File: src/rtl/ahb_bus_arbiter.sv
// Round-robin AHB-Lite master arbiter: registered one-hot grant plus owner index,
// held across fixed bursts, undefined-length INCR bursts and locked sequences.
module ahb_bus_arbiter #(
  parameter int  NUM_MASTERS    = 4,
  parameter int  DEFAULT_MASTER = 0,
  localparam int MW             = (NUM_MASTERS > 1) ? $clog2(NUM_MASTERS) : 1
) (
  input  logic                   HCLK,
  input  logic                   HRESETn,
  input  logic [NUM_MASTERS-1:0] hbusreq,
  input  logic [NUM_MASTERS-1:0] hlock,
  input  logic [1:0]             HTRANS,
  input  logic [2:0]             HBURST,
  input  logic                   HREADY,
  input  logic                   HRESP,
  output logic [NUM_MASTERS-1:0] hgrant,
  output logic [MW-1:0]          hmaster,
  output logic                   hmastlock
);

  localparam logic [1:0] TR_IDLE   = 2'd0;
  localparam logic [1:0] TR_BUSY   = 2'd1;
  localparam logic [1:0] TR_NONSEQ = 2'd2;
  localparam logic [1:0] TR_SEQ    = 2'd3;
  localparam logic [2:0] BU_SINGLE = 3'd0;
  localparam logic [2:0] BU_INCR   = 3'd1;
  localparam logic [MW-1:0]          DEF_IDX = MW'(DEFAULT_MASTER);
  localparam logic [NUM_MASTERS-1:0] ONE_HOT = NUM_MASTERS'(1);

  typedef enum logic [1:0] {ST_IDLE, ST_BURST, ST_UNDEF, ST_LOCKED} state_e;

  state_e                 state_q, state_d;
  logic [3:0]             beats_q, beats_d;
  logic [MW-1:0]          rr_q, rr_d;
  logic [NUM_MASTERS-1:0] hgrant_q, hgrant_d;
  logic [MW-1:0]          hmaster_q, hmaster_d;
  logic                   hmastlock_q, hmastlock_d;

  logic [NUM_MASTERS-1:0] others_s;
  logic [MW-1:0]          scan_s;
  logic                   found_s;
  logic [MW-1:0]          win_s;
  logic                   arb_s;

  // Remaining SEQ beats after the NONSEQ of a fixed-length burst.
  function automatic logic [3:0] burst_beats(input logic [2:0] hburst);
    case (hburst)
      3'd2, 3'd3: burst_beats = 4'd3;
      3'd4, 3'd5: burst_beats = 4'd7;
      3'd6, 3'd7: burst_beats = 4'd15;
      default:    burst_beats = 4'd0;
    endcase
  endfunction

  // Round-robin winner search; the owner is masked so it only re-wins when alone.
  always_comb begin
    others_s            = hbusreq;
    others_s[hmaster_q] = 1'b0;
    found_s             = 1'b0;
    win_s               = DEF_IDX;
    scan_s              = rr_q;
    for (int k = 0; k < NUM_MASTERS; k++) begin
      scan_s = (scan_s == MW'(NUM_MASTERS - 1)) ? '0 : scan_s + MW'(1);
      if (!found_s && others_s[scan_s]) begin
        found_s = 1'b1;
        win_s   = scan_s;
      end else begin
        found_s = found_s;
      end
    end
    if (!found_s && hbusreq[hmaster_q]) begin
      found_s = 1'b1;
      win_s   = hmaster_q;
    end else begin
      win_s = win_s;
    end
  end

  // Ownership FSM: decides arbitration points; HREADY low freezes everything.
  always_comb begin
    state_d     = state_q;
    beats_d     = beats_q;
    rr_d        = rr_q;
    hgrant_d    = hgrant_q;
    hmaster_d   = hmaster_q;
    hmastlock_d = hmastlock_q;
    arb_s       = 1'b0;
    if (HREADY) begin
      case (state_q)
        ST_IDLE: begin
          if (HTRANS == TR_NONSEQ && HBURST == BU_INCR) begin
            state_d = ST_UNDEF;
          end else if (HTRANS == TR_NONSEQ && HBURST != BU_SINGLE) begin
            state_d = ST_BURST;
            beats_d = burst_beats(HBURST);
          end else begin
            arb_s = 1'b1;
          end
        end
        ST_BURST: begin
          // The last SEQ beat's ready edge is the hand-off point.
          if (HRESP) begin
            arb_s = 1'b1;
          end else if (HTRANS == TR_SEQ) begin
            if (beats_q <= 4'd1) begin
              arb_s = 1'b1;
            end else begin
              beats_d = beats_q - 4'd1;
            end
          end else if (beats_q == 4'd0) begin
            arb_s = 1'b1;
          end else begin
            beats_d = beats_q;
          end
        end
        ST_UNDEF: begin
          if (HRESP || (!hbusreq[hmaster_q] && HTRANS != TR_SEQ && HTRANS != TR_BUSY)) begin
            arb_s = 1'b1;
          end else begin
            state_d = ST_UNDEF;
          end
        end
        ST_LOCKED: begin
          if (!hlock[hmaster_q] && HTRANS == TR_IDLE) begin
            arb_s = 1'b1;
          end else begin
            state_d = ST_LOCKED;
          end
        end
        default: arb_s = 1'b1;
      endcase
    end else begin
      arb_s = 1'b0;
    end
    if (arb_s) begin
      beats_d     = 4'd0;
      hmaster_d   = win_s;
      hgrant_d    = ONE_HOT << win_s;
      hmastlock_d = found_s && hlock[win_s];
      rr_d        = found_s ? win_s : rr_q;
      state_d     = (found_s && hlock[win_s]) ? ST_LOCKED : ST_IDLE;
    end else begin
      rr_d = rr_q;
    end
  end

  // State and output registers.
  always_ff @(posedge HCLK or negedge HRESETn) begin
    if (!HRESETn) begin
      state_q     <= ST_IDLE;
      beats_q     <= 4'd0;
      rr_q        <= DEF_IDX;
      hgrant_q    <= ONE_HOT << DEF_IDX;
      hmaster_q   <= DEF_IDX;
      hmastlock_q <= 1'b0;
    end else begin
      state_q     <= state_d;
      beats_q     <= beats_d;
      rr_q        <= rr_d;
      hgrant_q    <= hgrant_d;
      hmaster_q   <= hmaster_d;
      hmastlock_q <= hmastlock_d;
    end
  end

  assign hgrant    = hgrant_q;
  assign hmaster   = hmaster_q;
  assign hmastlock = hmastlock_q;

endmodule

File: config.mk
export PLATFORM = sky130hd
export DESIGN_NAME = ahb_bus_arbiter
export DESIGN_NICKNAME = d
export VERILOG_FILES = /design/src/rtl/ahb_bus_arbiter.sv
export SDC_FILE = /design/constraint.sdc
export NUM_CORES = 1
export LEC_CHECK = 0
export CORE_UTILIZATION = 45
export CTS_CLUSTER_DIAMETER = 80
export DETAILED_ROUTE_END_ITERATION = 6
export GPL_TIMING_DRIVEN = 0
export PLACE_DENSITY = 0.71
export RECOVER_POWER = 25
export SLEW_MARGIN = 10
export SYNTH_ARGS = -nofsm -noshare
export SYNTH_HDL_FRONTEND = slang
export SYNTH_SLANG_ARGS = --single-unit
File: constraint.sdc
create_clock -name HCLK -period 5.37 [get_ports HCLK]
set_input_delay 0.537 -clock HCLK [delete_from_list [all_inputs] [get_ports HCLK]]
set_output_delay 0.537 -clock HCLK [all_outputs]
set_load 0.05 [all_outputs]
# --- Yosys cells after proc, flatten, opt, wreduce, memory -nomap -nowiden ---
# Index checks and enable logic that the tools add are counted.
totals:
  ff_bits: 15
  wordCells: 136
classes:
  add_sub_neg: 5
  order_cmp: 8
  n_eq_ne: 26
  shift: 1
  n_mux: 57
  bitwise_logic: 2
  n_reduce_logical: 31
op_table:
  columns: ["cell", "count"]
  rows:
  - ["$mux W2", 16]
  - ["$mux W4", 7]
  - ["$mux W1", 22]
  - ["$ne A3 B3 Y1 const B", 7]
  - ["$lt A2 B3 Y1 const B", 6]
  - ["$eq A2 B2 Y1 const B", 8]
  - ["$bmux W1 S2", 7]
  - ["$eq A3 B3 Y1 const B", 4]
  - ["$pmux W4 S3", 1]
  - ["$logic_and A1 B1 Y1", 11]
  - ["$add A2 B1 Y2 const B", 4]
  - ["$pmux W4 S2", 1]
  - ["$reduce_and A7 Y1", 1]
  - ["$eq A3 B2 Y1 const B", 2]
  - ["$logic_not A1 Y1", 6]
  - ["$pmux W2 S3", 1]
  - ["$reduce_bool A3 Y1", 2]
  - ["$reduce_or A2 Y1", 3]
  - ["$reduce_and A5 Y1", 1]
  - ["$and A4 B4 Y4", 1]
  - ["$le A4 B1 Y1 const B", 1]
  - ["$logic_not A2 Y1", 2]
  - ["$logic_not A4 Y1", 1]
  - ["$ne A4 B4 Y1 const B", 1]
  - ["other kinds (14)", 14]

# --- Depth between registers and ports, before layout ---
# Gate-level depths: netlist (run 1).
depth:
  depth_word: 26
  mapped_depth: 10

# --- Worst setup path after synthesis (run 1) ---
# Ideal clock, no wire load.
synth_timing:
  path_kind: "reg-to-reg"
  start: "register hmaster_q[0], in the netlist hmaster[0]"
  end: "register hgrant_q[1], in the netlist hgrant[1]"
  setup_ps: 67
  arrival_ps: 2496
  t_required_ps: 5303
  path_slack_ps: 2807
  path_stages_with_launch: 10
  path_buffers: 2
  path_cell_list: "dfrtp_1 buf_2 mux4_2 o31ai_1 o31ai_1 nand2_1 nand3_1 buf_2 nor2_1 a22o_1"
synth_between:
  elab_chain_cells: 22
synth_rtl:
  columns: ["item", "line_no", "source"]
  rows:
  - ["from (decl)", "36", "logic [MW-1:0] hmaster_q, hmaster_d;"]
  - ["from (signal assigned)", "161", "hmaster_q <= hmaster_d;"]
  - ["$lt A2 B3 Y1 (not written as such) / $ge A2 B1 Y1 (equally long branches)", "58", "others_s[hmaster_q] = 1'b0;"]
  - ["$logic_and A1 B1 Y1 (not written as such)", "58", null]
  - ["$mux W1 (not written as such)", "58", null]
  - ["$demux W1 S2", "58", null]
  - ["$not A4 Y4 (no line)", null, null]
  - ["$and A4 B4 Y4 (no line)", null, null]
  - ["$bmux W1 S2", "64", "if (!found_s && others_s[scan_s]) begin"]
  - ["$mux W1 (not written as such)", "64", null]
  - ["[... 6 more ...]", null, null]
  - ["$mux W1", "64", null]
  - ["$logic_not A1 Y1", "64", null]
  - ["$logic_and A1 B1 Y1", "64", null]
  - ["$mux W1", "64", null]
  - ["$logic_not A1 Y1", "71", "if (!found_s && hbusreq[hmaster_q]) begin"]
  - ["$logic_and A1 B1 Y1", "71", null]
  - ["$mux W2", "71", null]
  - ["$shl A1 B2 Y4", "138", "hgrant_d = ONE_HOT << win_s;"]
  - ["to (signal assigned)", "153", "hgrant_q <= ONE_HOT << DEF_IDX;"]
  - ["to (signal assigned)", "160", "hgrant_q <= hgrant_d;"]
  - ["to (decl)", "35", "logic [NUM_MASTERS-1:0] hgrant_q, hgrant_d;"]
# Several ways; a longest one is shown, not always the timed one. The select of a mux whose other input is x is not followed.
# A chain may end at the register's enable or synchronous reset.

# --- Final worst setup path (run 1) ---
layout_timing:
  start: "input hbusreq[1]"
  end: "register state_q[1]"
layout_between:
  elab_chain_cells: 21
layout_rtl:
  columns: ["item", "line_no", "source"]
  rows:
  - ["from (decl)", "10", "input logic [NUM_MASTERS-1:0] hbusreq,"]
  - ["$and A4 B4 Y4 (no line)", null, null]
  - ["$bmux W1 S2", "64", null]
  - ["$mux W1 (not written as such)", "64", null]
  - ["$mux W1", "64", null]
  - ["$logic_not A1 Y1", "64", null]
  - ["$logic_and A1 B1 Y1", "64", null]
  - ["$mux W1", "64", null]
  - ["$logic_not A1 Y1", "64", null]
  - ["[... 5 more ...]", null, null]
  - ["$logic_not A1 Y1", "71", null]
  - ["$logic_and A1 B1 Y1", "71", null]
  - ["$mux W2", "71", null]
  - ["$bmux W1 S2", "141", "state_d = (found_s && hlock[win_s]) ? ST_LOCKED : ST_IDLE;"]
  - ["$mux W1 (not written as such)", "141", null]
  - ["$logic_and A1 B1 Y1", "141", null]
  - ["$mux W2", "141", null]
  - ["$mux W2", "135", "if (arb_s) begin"]
  - ["to (signal assigned)", "157", "state_q <= state_d;"]
  - ["to (decl)", "32", "state_e state_q, state_d;"]
# Several ways; a longest one is shown, not always the timed one. The select of a mux whose other input is x is not followed.

==> qor.yml, run 1 <==
floorplanning:
  pin_count: 24
  rows: 18
  die_area_um2: 2990
  die_x_um: 54.7
  dieHeight_um: 54.7
  core_um2: 2540
  initial_core_util: 0.491
global_routing:
  grt_usage: 0.212
  grt_pass1_vias: 1006
  grt_overflow: 0
  grt_pass1_wl_um: 4540
  grt_max_degree: 16
  antenna_found_initial: 0
job:
  maxCapViolCount: 0
route:
  wire_per_inst_um: 14.5
  routed_via_density: 6.08
  drt_wl_total_um: 2860
  drcViolationCount: 0
  drt_first_pass_iters: 4
  drt_iter0_markers: 26
  ant_nets: 0
  vias: 1197
power:
  total_power_mw: 0.895
  p_per_area_nw_per_um2: 584
  max-vdd-ir-drop_mv: 0.468
  leakage_nw: 0.666
synthesis:
  yosys.area.top_type: "dfrtp_1"
  yosysSeqAreaShare: 0.302
  synth_top_area_share: 0.281
  yosysWarnings: 0
  ys_types: 51
  synth.net_count: 162
  syn_avg_cell_area_um2: 8.86
  synthCells: 141
  synth_seq_cells: 15
  synth-edff-count: 0
  synthTopCellsByArea: "dfrtp_1 (28%), a21o_1 (4.2%), ha_1 (4.0%), mux2i_1 (4.0%), o21ai_0 (4.0%)"
  synth-async-reset-ratio: 1.00
  ys.flop_type: "dfrtp_1"
  synth_area_um2: 1250
setup_path:
  critPathLaunchType: "primary input"
  path_max_fanout: 6
  end_kind: "flop"
  crit_required_ps: 5590
  arrival_ps: 3060
  r2r_setup_slack_ps: 2580
  worstSetupPathType: "primary input to flop"
timing:
  max_slew_margin: 0.497
  finalCritPeriodShare: 0.530
  drv_slew: 0
  tightestPinTransition_ps: 749
  tns_ps: 0
  max_clock_freq_mhz: 351
  fin_crit_ps: 2850
  hold_viol_final: 0
  worst_hold_slack_ps: 471
  grt_setup_unrepaired: "false"
  setup-violations-final: 0
  skew_ps: 1.08
place:
  portBuffers: 22
  place_area_um2: 1510
  place.gp.congestion: 0.832
  hpwl_um: 2190
final_layout:
  final_common_cell: "clkdlybuf4s50_1"
  postLayoutCoreUtil: 0.603
  final_cell_mix: "clkdlybuf4s50_1 (21), dfrtp_1 (14), nand2_1 (12)"
  nets: 189
  nFillCells: 231
  final_cell_area_um2: 1530
  area_growth_pct: 22.8
  antenna_cells: 0
  drive_above_1_share: 0.120
outcome:
  outcome: "finished clean"
clock_tree:
  cts_made_buffers: 3
  cts-htree-levels: 1
  cts_sinks: 15
  cts_hold_buf: 0
  clock_latency_ps: 280
  post_cts_buffers: 0
  clkTransAtPathRegs_ps: 90
  cts_max_path_buffers: 2
  cts_tree: "done"
  cts_resized: 0
  clockRootBuffer: "clkbuf_4"
min_path:
  min_path_type: "flop to flop"
==> final cells by class <==
type,instances,area (um^2),area share
inverter,4,15.0,0.00979
sequential,15,377,0.246
timing repair buffer,22,220,0.144
buffer,6,27.5,0.0179
clock inverter,1,5.00,0.00326
tap,30,37.5,0.0245
clock buffer,3,22.5,0.0147
multi-input combinational,116,830,0.541
==> registers in the layout, summed over array words and instances (netlist names), named ones only <==
signal,flops
hmaster,2
hmastlock,1
beats_q,4
state_q,1
rr_q,2
hgrant,4
==> critical path, cell delays in order <==
cell,delay [ps]
clkdlybuf4s50_1,570
or3b_1,390
a221oi_1,410
a31o_2,210
nor3b_1,50
a22oi_1,380
mux2_4,370
o22ai_2,160
==> power by group <==
part / leakage (nW) / internal, mW / switching [mW]
clock network: 0.0177 / 0.0277 / 0.0368
registers: 0.192 / 0.156 / 0.0333
logic: 0.457 / 0.265 / 0.376
==> logic make-up (layout without fill, tap and decap cells) <==
kind of cell               Yosys count  in the layout  synth area share
DFF                                 15             15             0.302
buffers and inverters               10             36            0.0341
AOI/OAI and AO/OA                   55             55             0.325
adders and majority gates            4              4            0.0401
and+or+nand+nor                     48             48             0.201
muxes                                8              8            0.0912
xor gates and xnor gates             1              1           0.00702
==> path summary, 6_finish.rpt <==
check,from,endpoint,cells after the start
worst max-delay path,hbusreq[1],state_q[1]$_DFFE_PN0P_,8
worst min-delay path,hgrant[0]$_DFFE_PN1P_,hgrant[0]$_DFFE_PN1P_,2
worst max register to register,rr_q[0]$_DFFE_PN0P_,state_q[1]$_DFFE_PN0P_,9
worst min register to register,hgrant[0]$_DFFE_PN1P_,hgrant[0]$_DFFE_PN1P_,2
max in group asynchronous,HRESETn,beats_q[3]$_DFFE_PN0P_,1
min in group asynchronous,HRESETn,beats_q[1]$_DFFE_PN0P_,1
==> synth_stat cells, types with 2 or more instances <==
| master | n |
|---|---|
| nor2b_1 | 2 |
| nor2_1 | 11 |
| buf_2 | 4 |
| nor3b_1 | 2 |
| ha_1 | 4 |
| inv_1 | 4 |
| a22o_1 | 2 |
| a21oi_1 | 7 |
| nand2b_1 | 4 |
| nand3_1 | 3 |
| a21o_1 | 7 |
| a31oi_1 | 4 |
| o31ai_1 | 3 |
| a22oi_1 | 3 |
| dfrtp_1 | 14 |
| nand2_1 | 12 |
| o211a_1 | 2 |
| o21ai_1 | 3 |
| mux2i_1 | 5 |
| nor3_1 | 5 |
| o21ai_0 | 10 |
==> per-stage QoR <==
stage | worst slack (ps) | instances
3_3_place_gp | 2260 | 193
4_1_cts | 2530 | 197
3_5_place_dp | 2220 | 193
6_report | 2520 | 197
2_1_floorplan | 2810 | 141
5_1_grt | 2420 | 197
==> routing by layer <==
| layer | global-route usage | part of all wire |
|---|---|---|
| met1 | 0.308 | 0.48 |
| met2 | 0.327 | 0.45 |
| met3 | 0.0139 | 0.061 |
| met4 | 0.0769 | 0.0098 |
| met5 | 0 | 0 |
Power figures use the tool's default switching activity.
==> run 2, diff against run 1 <==
==> constraint.sdc (replaced) <==
create_clock -name HCLK -period 2.7 [get_ports HCLK]
set_input_delay 0.27 -clock HCLK [delete_from_list [all_inputs] [get_ports HCLK]]
set_output_delay 0.27 -clock HCLK [all_outputs]
set_load 0.05 [all_outputs]
==> run 2 against run 1 <==
Net effect: non-clock buffer count rose by 4; critical endpoint unchanged; die area did not move; setup slack got worse by 2500 ps; design area rose by 5.3%; register-to-register slack got worse by 2500 ps; utilization rose by 3.2 points; count of clock-buffer cells in the layout did not move; sequential share of layout area fell by 1.2 points; power rose by 110%; clock skew rose by 0.81 ps; critical path depth rose by 1; highest routed layer unchanged; global-route usage rose by 0.29 points.
==> qor.yml, run 2 (synthesized netlist as in run 1, its figures left out) <==
outcome:
  outcome: "finished clean"
place:
  dpl_worst_slack_ps: -186
  place.gp.congestion: 0.832
  portBuffers: 22
  hpwl_um: 2190
global_routing:
  grt_pass1_vias: 1040
  grt_overflow: 0
  antenna_found_initial: 0
  grt_pass1_wl_um: 4600
  grt_max_degree: 16
  grt_usage: 0.215
setup_path:
  path_max_fanout: 9
  worstSetupPathType: "flop to flop"
  critPathMaxStageDelay_ps: 440
  crit_required_ps: 2920
  crit_end: "state_q[1]$_DFFE_PN0P_"
  r2r_end: "state_q[1]$_DFFE_PN0P_"
  r2r_setup_slack_ps: 60
  crit_path_top_delay_cell: "dfrtp_2"
  end_kind: "flop"
  arrival_ps: 2860
  path_cells: "ha_2 -> or2_1 -> buf_2 -> a221o_1 -> and4_1 -> nor3b_2 -> a22oi_2 -> mux2_4 -> o22ai_2"
  worstRegToRegCells: 9
  crit_start: "rr_q[0]$_DFFE_PN0P_"
  reg2reg_from: "rr_q[0]$_DFFE_PN0P_"
  critPathLaunchType: "flop"
power:
  p_per_area_nw_per_um2: 1190
  p_clk_frac: 0.066
  pwr-share-seq: 0.195
  combPwrFrac: 0.739
  p_switching_mw: 0.949
  max-vdd-ir-drop_mv: 0.990
  intPower_mw: 0.974
  leakage_nw: 0.696
  sw_frac_of_total: 0.493
timing:
  finalCritPeriodShare: 0.979
  worst_hold_slack_ps: 368
  setup-violations-final: 0
  tightestPinTransition_ps: 719
  drv_slew: 0
  grt_setup_unrepaired: "true"
  hold_viol_final: 0
  skew_ps: 1.89
  finalWorstSetupSlack_ps: 57.1
  max_slew_margin: 0.517
  fin_crit_ps: 2640
  tns_ps: 0
  max_clock_freq_mhz: 378
floorplanning:
  core_um2: 2540
  die_area_um2: 2990
  dieHeight_um: 54.7
  die_x_um: 54.7
  pin_count: 24
  rows: 18
  initial_core_util: 0.491
clock_tree:
  clock_latency_ps: 280
  cts_max_path_buffers: 2
  cts-htree-levels: 1
  cts_made_buffers: 3
  clkTransAtPathRegs_ps: 90
  cts_sinks: 15
  clockRootBuffer: "clkbuf_4"
  cts_tree: "done"
final_layout:
  nFillCells: 221
  drive_above_1_share: 0.193
  area_growth_pct: 29.4
  final_common_cell: "clkdlybuf4s50_1"
  final_cell_mix: "clkdlybuf4s50_1 (21), dfrtp_1 (13), nand2_1 (12)"
  antenna_cells: 0
  nets: 193
  postLayoutCoreUtil: 0.635
route:
  wire_per_inst_um: 14.5
  ant_nets: 0
  drt_first_pass_iters: 4
  drt_iter0_markers: 35
  drt_wl_total_um: 2920
  drcViolationCount: 0
  vias: 1231
  routed_via_density: 6.12
job:
  maxCapViolCount: 0
min_path:
  min_path_type: "primary input to flop"
[run 2: cell type report]
class / count / area [um^2] / area share
multi-input cells: 116 / 880 / 0.545
flip-flops and latches: 15 / 378 / 0.234
repair buffers: 26 / 250 / 0.155
well taps: 30 / 37.5 / 0.0232
plain buffers: 6 / 27.5 / 0.0170
clock buffers: 3 / 22.5 / 0.0139
inverters: 4 / 15.0 / 0.00930
clock inverters: 1 / 5.00 / 0.00310
[run 2: worst max-delay path: cells and delay by family (launching register included)]
kind                     cells  cell delay (ps)
AO/OA/AOI/OAI                3              690
AND/OR/NAND/NOR              3              660
flip-flops                   1              440
multiplexers                 1              360
adder cells (fa/ha/maj)      1              230
buffers and inverters        1              180
[run 2: power groups by stage]
stage	registers (mW)	clock network (mW)	logic (mW)
after detailed placement	0.380	0	1.27
after CTS	0.377	0.131	1.33
after floorplan	0.511	0	0.840
final	0.375	0.127	1.42
after global routing	0.387	0.142	1.55
after global placement	0.377	0	1.24
[run 2: routing by layer]
layer / vias up / part of all wire / track usage
met2: 34 / 0.47 / 0.337
met3: 4 / 0.053 / 0.0139
li1: 604 / - / -
met4: 0 / 0.010 / 0.0812
met1: 589 / 0.47 / 0.307
met5: - / 0 / 0
[run 2: through the flow]
step	area, um^2	total power [mW]	std cells
floorplan	1250	1.35	141
global placement	1510	1.62	193
detailed placement	1510	1.65	193
CTS	1560	1.84	197
global route	1620	2.08	201
finish	1620	1.92	201
[run 2: worst min-delay path by stage]
stage,startpoint,end,slack (ps),cells after the start
after global placement,hgrant[0]$_DFFE_PN1P_,hgrant[0]$_DFFE_PN1P_,460,2
final,HREADY,beats_q[1]$_DFFE_PN0P_,370,2
after global routing,HREADY,beats_q[1]$_DFFE_PN0P_,380,2
after floorplan,HRESETn,asynchronous set/reset pin,-30,0
after CTS,HREADY,beats_q[1]$_DFFE_PN0P_,370,2
after detailed placement,hgrant[0]$_DFFE_PN1P_,hgrant[0]$_DFFE_PN1P_,460,2
[run 2: repair_timing]
item | in CTS | in global routing
setup endpoints to repair | 5 | 7
buffers inserted | 0 | 4
hold buffers | 0 | 0
pin swaps | 0 | 2
resized for setup | 5 | 6
